`config.mk`:
```
export PLATFORM = sky130hd
export DESIGN_NAME = ili9341_rx
export DESIGN_NICKNAME = d
export VERILOG_FILES = /design/src/rtl/ili9341_rx.sv
export SDC_FILE = /design/constraint.sdc
export NUM_CORES = 1
export LEC_CHECK = 0
export CAP_MARGIN = 20
export CORE_ASPECT_RATIO = 0.75
export CORE_MARGIN = 3
export CORE_UTILIZATION = 53
export DETAILED_ROUTE_END_ITERATION = 10
export HOLD_SLACK_MARGIN = 0.08
export PLACE_DENSITY_LB_ADDON = 0.12
export REMOVE_ABC_BUFFERS = 1
export SKIP_LAST_GASP = 1
export SYNTH_ARGS = -nofsm -noshare
export SYNTH_HDL_FRONTEND = slang
export SYNTH_SLANG_ARGS = --single-unit
```
`constraint.sdc`:
```
create_clock -name clk -period 4.2 [get_ports clk]
set_input_delay 0.42 -clock clk [delete_from_list [all_inputs] [get_ports clk]]
set_output_delay 0.42 -clock clk [all_outputs]
set_load 0.1 [all_outputs]
```
`src/rtl/ili9341_rx.sv`:
```
// ili9341_rx: responder for an 8080-style 8-bit LCD write bus.
// Decodes commands and parameters, tracks the CASET/PASET window and
// the RAMWR pointer, emits one framebuffer write per RGB565 pixel, and
// generates the tearing-effect pulse.
// Ports: clk, rst (sync, high); lcd_data/lcd_we_n/lcd_rs bus in;
// lcd_fmark TE out; fb_we/fb_addr/fb_data pixel write; disp_on, awake.
module ili9341_rx #(
  parameter int WIDTH         = 240,
  parameter int HEIGHT        = 320,
  parameter int FRAME_CYCLES  = 100000,
  parameter int VBLANK_CYCLES = 1000,
  parameter int ADDR_W        = 17
) (
  input  logic              clk,
  input  logic              rst,
  input  logic [7:0]        lcd_data,
  input  logic              lcd_we_n,
  input  logic              lcd_rs,
  output logic              lcd_fmark,
  output logic              fb_we,
  output logic [ADDR_W-1:0] fb_addr,
  output logic [15:0]       fb_data,
  output logic              disp_on,
  output logic              awake
);

  localparam logic [15:0] EC_DEF = 16'(WIDTH - 1);
  localparam logic [15:0] EP_DEF = 16'(HEIGHT - 1);
  localparam logic [15:0] W16    = 16'(WIDTH);
  localparam logic [15:0] H16    = 16'(HEIGHT);
  localparam int CW =
    (FRAME_CYCLES > 1) ? $clog2(FRAME_CYCLES) : 1;
  localparam logic [CW-1:0] CNT_LAST = CW'(FRAME_CYCLES - 1);

  localparam logic [7:0] C_SWRST   = 8'h01;
  localparam logic [7:0] C_SLPIN   = 8'h10;
  localparam logic [7:0] C_SLPOUT  = 8'h11;
  localparam logic [7:0] C_DISPOFF = 8'h28;
  localparam logic [7:0] C_DISPON  = 8'h29;
  localparam logic [7:0] C_CASET   = 8'h2A;
  localparam logic [7:0] C_PASET   = 8'h2B;
  localparam logic [7:0] C_RAMWR   = 8'h2C;
  localparam logic [7:0] C_TEOFF   = 8'h34;
  localparam logic [7:0] C_TEON    = 8'h35;
  localparam logic [7:0] C_RAMWRC  = 8'h3C;

  localparam logic [1:0] K_CASET = 2'd0;
  localparam logic [1:0] K_PASET = 2'd1;
  localparam logic [1:0] K_TEON  = 2'd2;

  typedef enum logic [1:0] {
    S_CMD,
    S_PARAM,
    S_PIXEL,
    S_SKIP
  } state_t;

  state_t r_state, w_state_nx;

  logic        r_we1, r_we2, r_we3;
  logic [7:0]  r_d1, r_d2;
  logic        r_rs1, r_rs2;

  logic [15:0] r_sc, r_ec, r_sp, r_ep;
  logic [15:0] r_col, r_page;
  logic        r_te_en, r_disp, r_awake;
  logic        r_have_hi;
  logic [7:0]  r_hi;
  logic [1:0]  r_pcnt, r_pkind;
  logic [7:0]  r_p0, r_p1, r_p2;
  logic        r_fb_we;
  logic [ADDR_W-1:0] r_fb_addr;
  logic [15:0] r_fb_data;
  logic [CW-1:0] r_cnt;

  logic        w_acc, w_cmd, w_dat, w_srst;
  logic        w_plast, w_inr;
  logic [15:0] w_ec, w_ep;
  logic [ADDR_W-1:0] w_addr;

  // Data and rs ride the same two stages as the strobe, so the
  // byte in r_d2 is the one present when lcd_we_n rose.
  always_ff @(posedge clk) begin
    if (rst) begin
      r_we1 <= 1'b1;
      r_we2 <= 1'b1;
      r_we3 <= 1'b1;
      r_d1  <= 8'h00;
      r_d2  <= 8'h00;
      r_rs1 <= 1'b0;
      r_rs2 <= 1'b0;
    end else begin
      r_we1 <= lcd_we_n;
      r_we2 <= r_we1;
      r_we3 <= r_we2;
      r_d1  <= lcd_data;
      r_d2  <= r_d1;
      r_rs1 <= lcd_rs;
      r_rs2 <= r_rs1;
    end
  end

  assign w_acc  = r_we2 & ~r_we3;
  assign w_cmd  = w_acc & ~r_rs2;
  assign w_dat  = w_acc & r_rs2;
  assign w_srst = w_cmd && (r_d2 == C_SWRST);

  assign w_plast = (r_pkind == K_TEON) || (r_pcnt == 2'd3);

  // An inverted window collapses to its start column/page.
  assign w_ec   = (r_sc > r_ec) ? r_sc : r_ec;
  assign w_ep   = (r_sp > r_ep) ? r_sp : r_ep;
  assign w_inr  = (r_col < W16) && (r_page < H16);
  assign w_addr = ADDR_W'(r_page) * ADDR_W'(WIDTH)
                + ADDR_W'(r_col);

  always_ff @(posedge clk) begin
    if (rst) r_state <= S_CMD;
    else     r_state <= w_state_nx;
  end

  always_comb begin
    w_state_nx = r_state;
    if (w_cmd) begin
      case (r_d2)
        C_CASET, C_PASET, C_TEON: w_state_nx = S_PARAM;
        C_RAMWR, C_RAMWRC:        w_state_nx = S_PIXEL;
        C_TEOFF, C_SLPIN, C_SLPOUT,
        C_DISPON, C_DISPOFF,
        C_SWRST:                  w_state_nx = S_CMD;
        default:                  w_state_nx = S_SKIP;
      endcase
    end else if (w_dat && r_state == S_PARAM && w_plast) begin
      w_state_nx = S_CMD;
    end
  end

  always_ff @(posedge clk) begin
    if (rst || w_srst) begin
      r_sc      <= 16'h0000;
      r_ec      <= EC_DEF;
      r_sp      <= 16'h0000;
      r_ep      <= EP_DEF;
      r_col     <= 16'h0000;
      r_page    <= 16'h0000;
      r_te_en   <= 1'b0;
      r_disp    <= 1'b0;
      r_awake   <= 1'b0;
      r_have_hi <= 1'b0;
      r_hi      <= 8'h00;
      r_pcnt    <= 2'd0;
      r_pkind   <= K_CASET;
      r_p0      <= 8'h00;
      r_p1      <= 8'h00;
      r_p2      <= 8'h00;
      r_fb_we   <= 1'b0;
      r_fb_addr <= '0;
      r_fb_data <= 16'h0000;
    end else begin
      r_fb_we <= 1'b0;
      if (w_cmd) begin
        r_have_hi <= 1'b0;
        r_pcnt    <= 2'd0;
        case (r_d2)
          C_CASET:   r_pkind <= K_CASET;
          C_PASET:   r_pkind <= K_PASET;
          C_TEON:    r_pkind <= K_TEON;
          C_RAMWR: begin
            r_col  <= r_sc;
            r_page <= r_sp;
          end
          C_TEOFF:   r_te_en <= 1'b0;
          C_SLPOUT:  r_awake <= 1'b1;
          C_SLPIN:   r_awake <= 1'b0;
          C_DISPON:  r_disp  <= 1'b1;
          C_DISPOFF: r_disp  <= 1'b0;
          default: ;
        endcase
      end else if (w_dat && r_state == S_PARAM) begin
        r_pcnt <= r_pcnt + 2'd1;
        if (r_pkind == K_TEON) begin
          r_te_en <= 1'b1;
        end else if (r_pcnt == 2'd0) begin
          r_p0 <= r_d2;
        end else if (r_pcnt == 2'd1) begin
          r_p1 <= r_d2;
        end else if (r_pcnt == 2'd2) begin
          r_p2 <= r_d2;
        end else if (r_pkind == K_CASET) begin
          r_sc <= {r_p0, r_p1};
          r_ec <= {r_p2, r_d2};
        end else begin
          r_sp <= {r_p0, r_p1};
          r_ep <= {r_p2, r_d2};
        end
      end else if (w_dat && r_state == S_PIXEL) begin
        if (!r_have_hi) begin
          r_hi      <= r_d2;
          r_have_hi <= 1'b1;
        end else begin
          r_have_hi <= 1'b0;
          r_fb_we   <= w_inr;
          r_fb_data <= {r_hi, r_d2};
          r_fb_addr <= w_addr;
          if (r_col == w_ec) begin
            r_col  <= r_sc;
            r_page <= (r_page == w_ep) ? r_sp
                                       : r_page + 16'd1;
          end else begin
            r_col <= r_col + 16'd1;
          end
        end
      end
    end
  end

  // Free-running frame counter; soft reset leaves it alone.
  always_ff @(posedge clk) begin
    if (rst)                  r_cnt <= '0;
    else if (r_cnt == CNT_LAST) r_cnt <= '0;
    else                      r_cnt <= r_cnt + 1'b1;
  end

  assign lcd_fmark = r_te_en
                   && (32'(r_cnt) < 32'(VBLANK_CYCLES));
  assign fb_we     = r_fb_we;
  assign fb_addr   = r_fb_addr;
  assign fb_data   = r_fb_data;
  assign disp_on   = r_disp;
  assign awake     = r_awake;

endmodule

```
==> parameters.txt <==
Parameter                              Value

Run status
  Status ... finished, violations left
  Violated checks ... setup timing

Detailed routing
  WL final ... between 20000 and 30000 um
  Total vias in the final route ... 9772
  Number of nets with antenna violations after detailed routing ... 0
  Routed vias/inst ... about 5.7
  Met3 wirelength from detailed routing ... 2021 um
  Met1 WL ... 15060 um
  Starting DRC count in detailed routing ... between 700 and 800
  DR WL met2 ... between 10000 and 15000 um
  Total DRC errors in the routed layout ... 0
  Average routed wire per standard cell ... 17.20 um
  Number of optimization iterations in the first detailed-route pass ... 5
  Highest Signal Layer ... met4

Yosys
  Average footprint of a synthesized cell ... 8.313 sq um
  Number of storage elements in the synthesis netlist ... 210
  Most instantiated flip-flop cell in the synthesis netlist ... sky130_fd_sc_hd__dfxtp_1
  EDFF count, synth ... 0
  Syn Std Cell Area ... between 0.01 and 0.015 sq mm
  Post-synthesis cell type count ... 66
  Fraction of the yosys area taken by sequential cells ... 0.3633
  Syn. warnings ... 0
  Cell count after synthesis ... between 1k and 1.5k
  Share of synthesized flip-flops with an asynchronous set or reset ... 0

Clocking
  Deepest clock path buffer count ... 3
  Skew-Pair Late Insertion Delay ... roughly 0.5 ns
  Num CTS Buffers ... 22
  H-tree depth reported by CTS ... 1
  CTS tree ... built
  Sink count of the clock tree ... 210
  Clock Tree Root ... sky130_fd_sc_hd__clkbuf_16
  Number of hold buffers added after CTS ... 0
  Clock-pin slew reported for the worst setup and hold paths after clock tree synthesis ... 0.06 ns

Timing
  Max Clock Freq ... ~240 MHz
  Max Clock Skew ... about 0.012 ns
  Final setup violating endpoints ... 2
  Final sum of negative setup slack ... -0.03553 ns
  Setup repair after global routing missed its margin ... true
  Post-layout worst setup margin ... -0.02784 ns
  Final Max Slew Viols ... 0
  Shortest period the worst path allows ... 4.228 ns
  Transition at the pin with the smallest max-transition slack ... between 0.9 and 1 ns
  Max transition margin ... 0.3370
  Ratio of final minimum period to clock period ... 1.007
  Hold violation total from the final report ... 0
  Worst Hold Margin ... roughly 0.42 ns

Critical path
  CP required ... roughly 4.6 ns
  Category of the most critical setup path ... flip-flop to flip-flop
  Launch instance of the worst register-to-register path ... r_page[1]
  Path depth of the worst reg2reg path ... 19
  Reg-to-reg critical path endpoint ... fb_addr[16]
  Critical Path Sink Type ... flip-flop
  Slowest stage delay, CP ... roughly 0.58 ns
  Worst setup SP type ... flip-flop
  Cell-by-cell listing of the critical path ... fa_1 > inv_2 > fa_1 > inv_1 > ha_1 > a21o_1 > a21oi_2 > o21ai_2 > a21oi_2 > o21bai_1 > a21oi_2 > xnor2_1 > ha_2 > nand2_1 > nand2_1 > a41oi_2 > a21oi_2 > or4_1 > nand3_1
  Cell repeated most along the worst path ... sky130_fd_sc_hd__a21oi_2
  Max stage delay cell, worst path ... sky130_fd_sc_hd__fa_1
  Register-to-register path setup slack ... -0.03 ns
  Maximum fanout along the worst path ... 5
  Arrival time at the worst endpoint ... 4.67 ns

Final layout
  Register area ... about 0.0042 sq mm
  Util after Layout ... 0.6272
  Area Growth Syn to Fin ... 15.43%
  Total of fill cells in the finished design ... 1880
  NumNets Final ... approximately 1.5k
  Share of layout cells above drive strength 1 ... 0.1001
  Diode insertion count for antenna repair ... 0
  Multi-input gate area in the final layout ... just under 0.007 sq mm

Power and ir drop
  Relative contribution of the clock network to total power ... 0.480
  Peak supply drop ... between 0.2 and 0.3 mV
  Int Power ... approximately 3.4 mW
  Combinational share of power ... 0.042
  Relative contribution of sequential cells to total power ... 0.478
  Lkg Pwr ... between 5 and 6 nW
  Psw ... between 0.9 and 1 mW
  Total power density per cell area ... 324.8 mW/mm^2
  Fraction of power spent switching nets ... 0.2271

Placed design
  Placer Congestion ... approximately 0.86
  I/O Buffers ... 48
  Half-perimeter wire length after placement ... 20630 um

Global routing
  Global-route usage over all layers ... 0.2473
  Maximum number of pins on one net before global-route repair ... 137
  Wire length of the first global-routing pass ... approximately 48000 um
  Number of antenna violations at the first check in global routing ... 0
  Overflow left after global routing ... 0
  Via count of the first global-routing pass ... ~9k

Flow run
  Max-cap violations ... 0

Die
  Ports placed on the boundary ... 49
  Die Y-Extent ... 134.0 um
  Die W ... ~180 um
  Starting density of the core ... 0.5434
  Number of standard-cell rows in the floorplan ... 46
  Area of the die ... roughly 0.024 sq mm
  Core Box Area ... between 0.02 and 0.025 sq mm

Min path
  End point of the worst hold path ... r_we2
  Hold/Removal Path Class ... flip-flop to flip-flop
  Worst Hold Path Cells ... 1
  Start point of the worst min-delay path ... r_we1
==> placed cells by master, fill, tap and decap left out, types with 8 or more instances in the layout <==
cell                              netlist  final
sky130_fd_sc_hd__nor3_1                14     14
sky130_fd_sc_hd__a21oi_2                2      8
sky130_fd_sc_hd__nand4_1               23     23
sky130_fd_sc_hd__nand3_1               57     55
sky130_fd_sc_hd__xnor2_1               52     51
sky130_fd_sc_hd__and2_1                16     15
sky130_fd_sc_hd__nand2_1              224    224
sky130_fd_sc_hd__a32o_1                14     14
sky130_fd_sc_hd__o211ai_1              33     33
sky130_fd_sc_hd__o21ai_0               18     14
sky130_fd_sc_hd__a21oi_1              124    118
sky130_fd_sc_hd__nor2_1                81     79
sky130_fd_sc_hd__or3_1                 10     10
sky130_fd_sc_hd__and3_1                11     11
sky130_fd_sc_hd__xor2_1                41     41
sky130_fd_sc_hd__buf_4                  1     44
sky130_fd_sc_hd__mux2_2                12     12
sky130_fd_sc_hd__ha_1                  73     69
sky130_fd_sc_hd__nor4_1                18     18
sky130_fd_sc_hd__nor2b_1               32     30
sky130_fd_sc_hd__a21o_1                 9      9
sky130_fd_sc_hd__clkdlybuf4s50_1        0     48
sky130_fd_sc_hd__inv_1                 86     84
sky130_fd_sc_hd__a31oi_1               14     14
sky130_fd_sc_hd__fa_1                  20     19
sky130_fd_sc_hd__mux2i_1               30     30
sky130_fd_sc_hd__clkbuf_16              0     23
sky130_fd_sc_hd__dfxtp_1              210    208
==> Yosys cell counts (12+ instances only) <==
cell type	n	area, sq um
sky130_fd_sc_hd__mux2i_1	30	300.3
sky130_fd_sc_hd__ha_1	73	913.4
sky130_fd_sc_hd__nand4_1	23	143.9
sky130_fd_sc_hd__xnor2_1	52	455.4
sky130_fd_sc_hd__a31oi_1	14	87.58
sky130_fd_sc_hd__fa_1	20	400.4
sky130_fd_sc_hd__nor2_1	81	304.0
sky130_fd_sc_hd__xor2_1	41	359.1
sky130_fd_sc_hd__nor4_1	18	112.6
sky130_fd_sc_hd__nor2b_1	32	200.2
sky130_fd_sc_hd__dfxtp_1	210	4204
sky130_fd_sc_hd__nand3_1	57	285.3
sky130_fd_sc_hd__o211ai_1	33	247.7
sky130_fd_sc_hd__nand2_1	224	840.8
sky130_fd_sc_hd__clkbuf_1	70	262.8
sky130_fd_sc_hd__and2_1	16	100.1
sky130_fd_sc_hd__nor3_1	14	70.07
sky130_fd_sc_hd__inv_1	86	322.8
sky130_fd_sc_hd__a32o_1	14	140.1
sky130_fd_sc_hd__o21ai_0	18	90.09
sky130_fd_sc_hd__a21oi_1	124	620.6
sky130_fd_sc_hd__mux2_2	12	135.1
==> per-layer routing <==
layer | GRT usage | up-vias
met4 | 0.04928 | 0
met2 | 0.3481 | 271
met1 | 0.3909 | 4604
li1 | - | 4856
met5 | 0 | -
met3 | 0.04697 | 41
==> flip-flops by register name, summed over array words and instances (netlist names), 8 cells and up <==
register	flops
r_page	16
r_d1	8
fb_data	16
r_col	16
r_d2	8
r_p2	8
r_p0	8
r_sp	16
r_hi	8
r_sc	16
r_cnt	17
r_ec	16
r_p1	8
fb_addr	17
r_ep	16
==> worst max-delay path: cells and delay by family, from the launching register on <==
| family | cells | cell delay (ns) |
|---|---|---|
| fa+ha+maj | 4 | 1.76 |
| compound gates | 8 | 1.18 |
| simple gates | 4 | 0.62 |
| flops | 1 | 0.35 |
| xor+xnor | 1 | 0.14 |
| buf+inv | 2 | 0.11 |
==> through the flow <==
step	instance area, sq um	std cells	power, mW	setup WS (ns)
final	13360	1727	4.339	-0.02784
after global routing	13360	1727	4.486	-0.2801
after CTS	13190	1721	4.366	0.003619
after detailed placement	12390	1681	2.287	-0.01991
after global placement	12390	1681	2.286	0.009893
after floorplan	11220	1306	2.209	0.09215
==> cells by family after synthesis <==
logic type               Yosys count  share of synthesized area
XOR/XNOR                          93                    0.07039
flip-flops                       210                     0.3633
adder cells (fa/ha/maj)           93                     0.1135
AO/OA/AOI/OAI                    264                     0.1450
buffers and inverters            172                    0.05839
multiplexers                      42                    0.03763
AND/OR/NAND/NOR                  518                     0.2117
==> power by group through the flow <==
stage	logic [mW]	clock network, mW	registers [mW]
2_1_floorplan	0.117	0	2.09
3_5_place_dp	0.171	0	2.12
4_1_cts	0.171	2.12	2.07
3_3_place_gp	0.170	0	2.12
6_report	0.182	2.08	2.07
5_1_grt	0.202	2.21	2.08
==> layout make-up <==
cell class              instances  area share
multi-input cells            1010      0.5131
flip-flops and latches        210      0.3151
inverters                      86     0.02417
well taps                     288     0.02698
clock inverters                12     0.01096
clock buffers                  28     0.04749
repair buffers                 93     0.06220
==> what timing repair did <==
item                                    4_1_cts  5_1_grt
pin swaps                                     2       26
buffers inserted                              0        6
endpoints found under the setup margin        3        4
gates resized for setup                       6       31
==> worst max path at each step <==
stage / startpoint / end / depth (start not counted)
final: r_page[1] / fb_addr[16] / 19
after global routing: r_page[1] / fb_addr[14] / 20
after global placement: r_page[1] / fb_addr[16] / 18
after floorplan: r_page[2] / fb_addr[16] / 17
after CTS: r_page[0] / fb_addr[15] / 19
after detailed placement: r_page[1] / fb_addr[15] / 18
No activity file was read; power rests on OpenSTA's default activity.
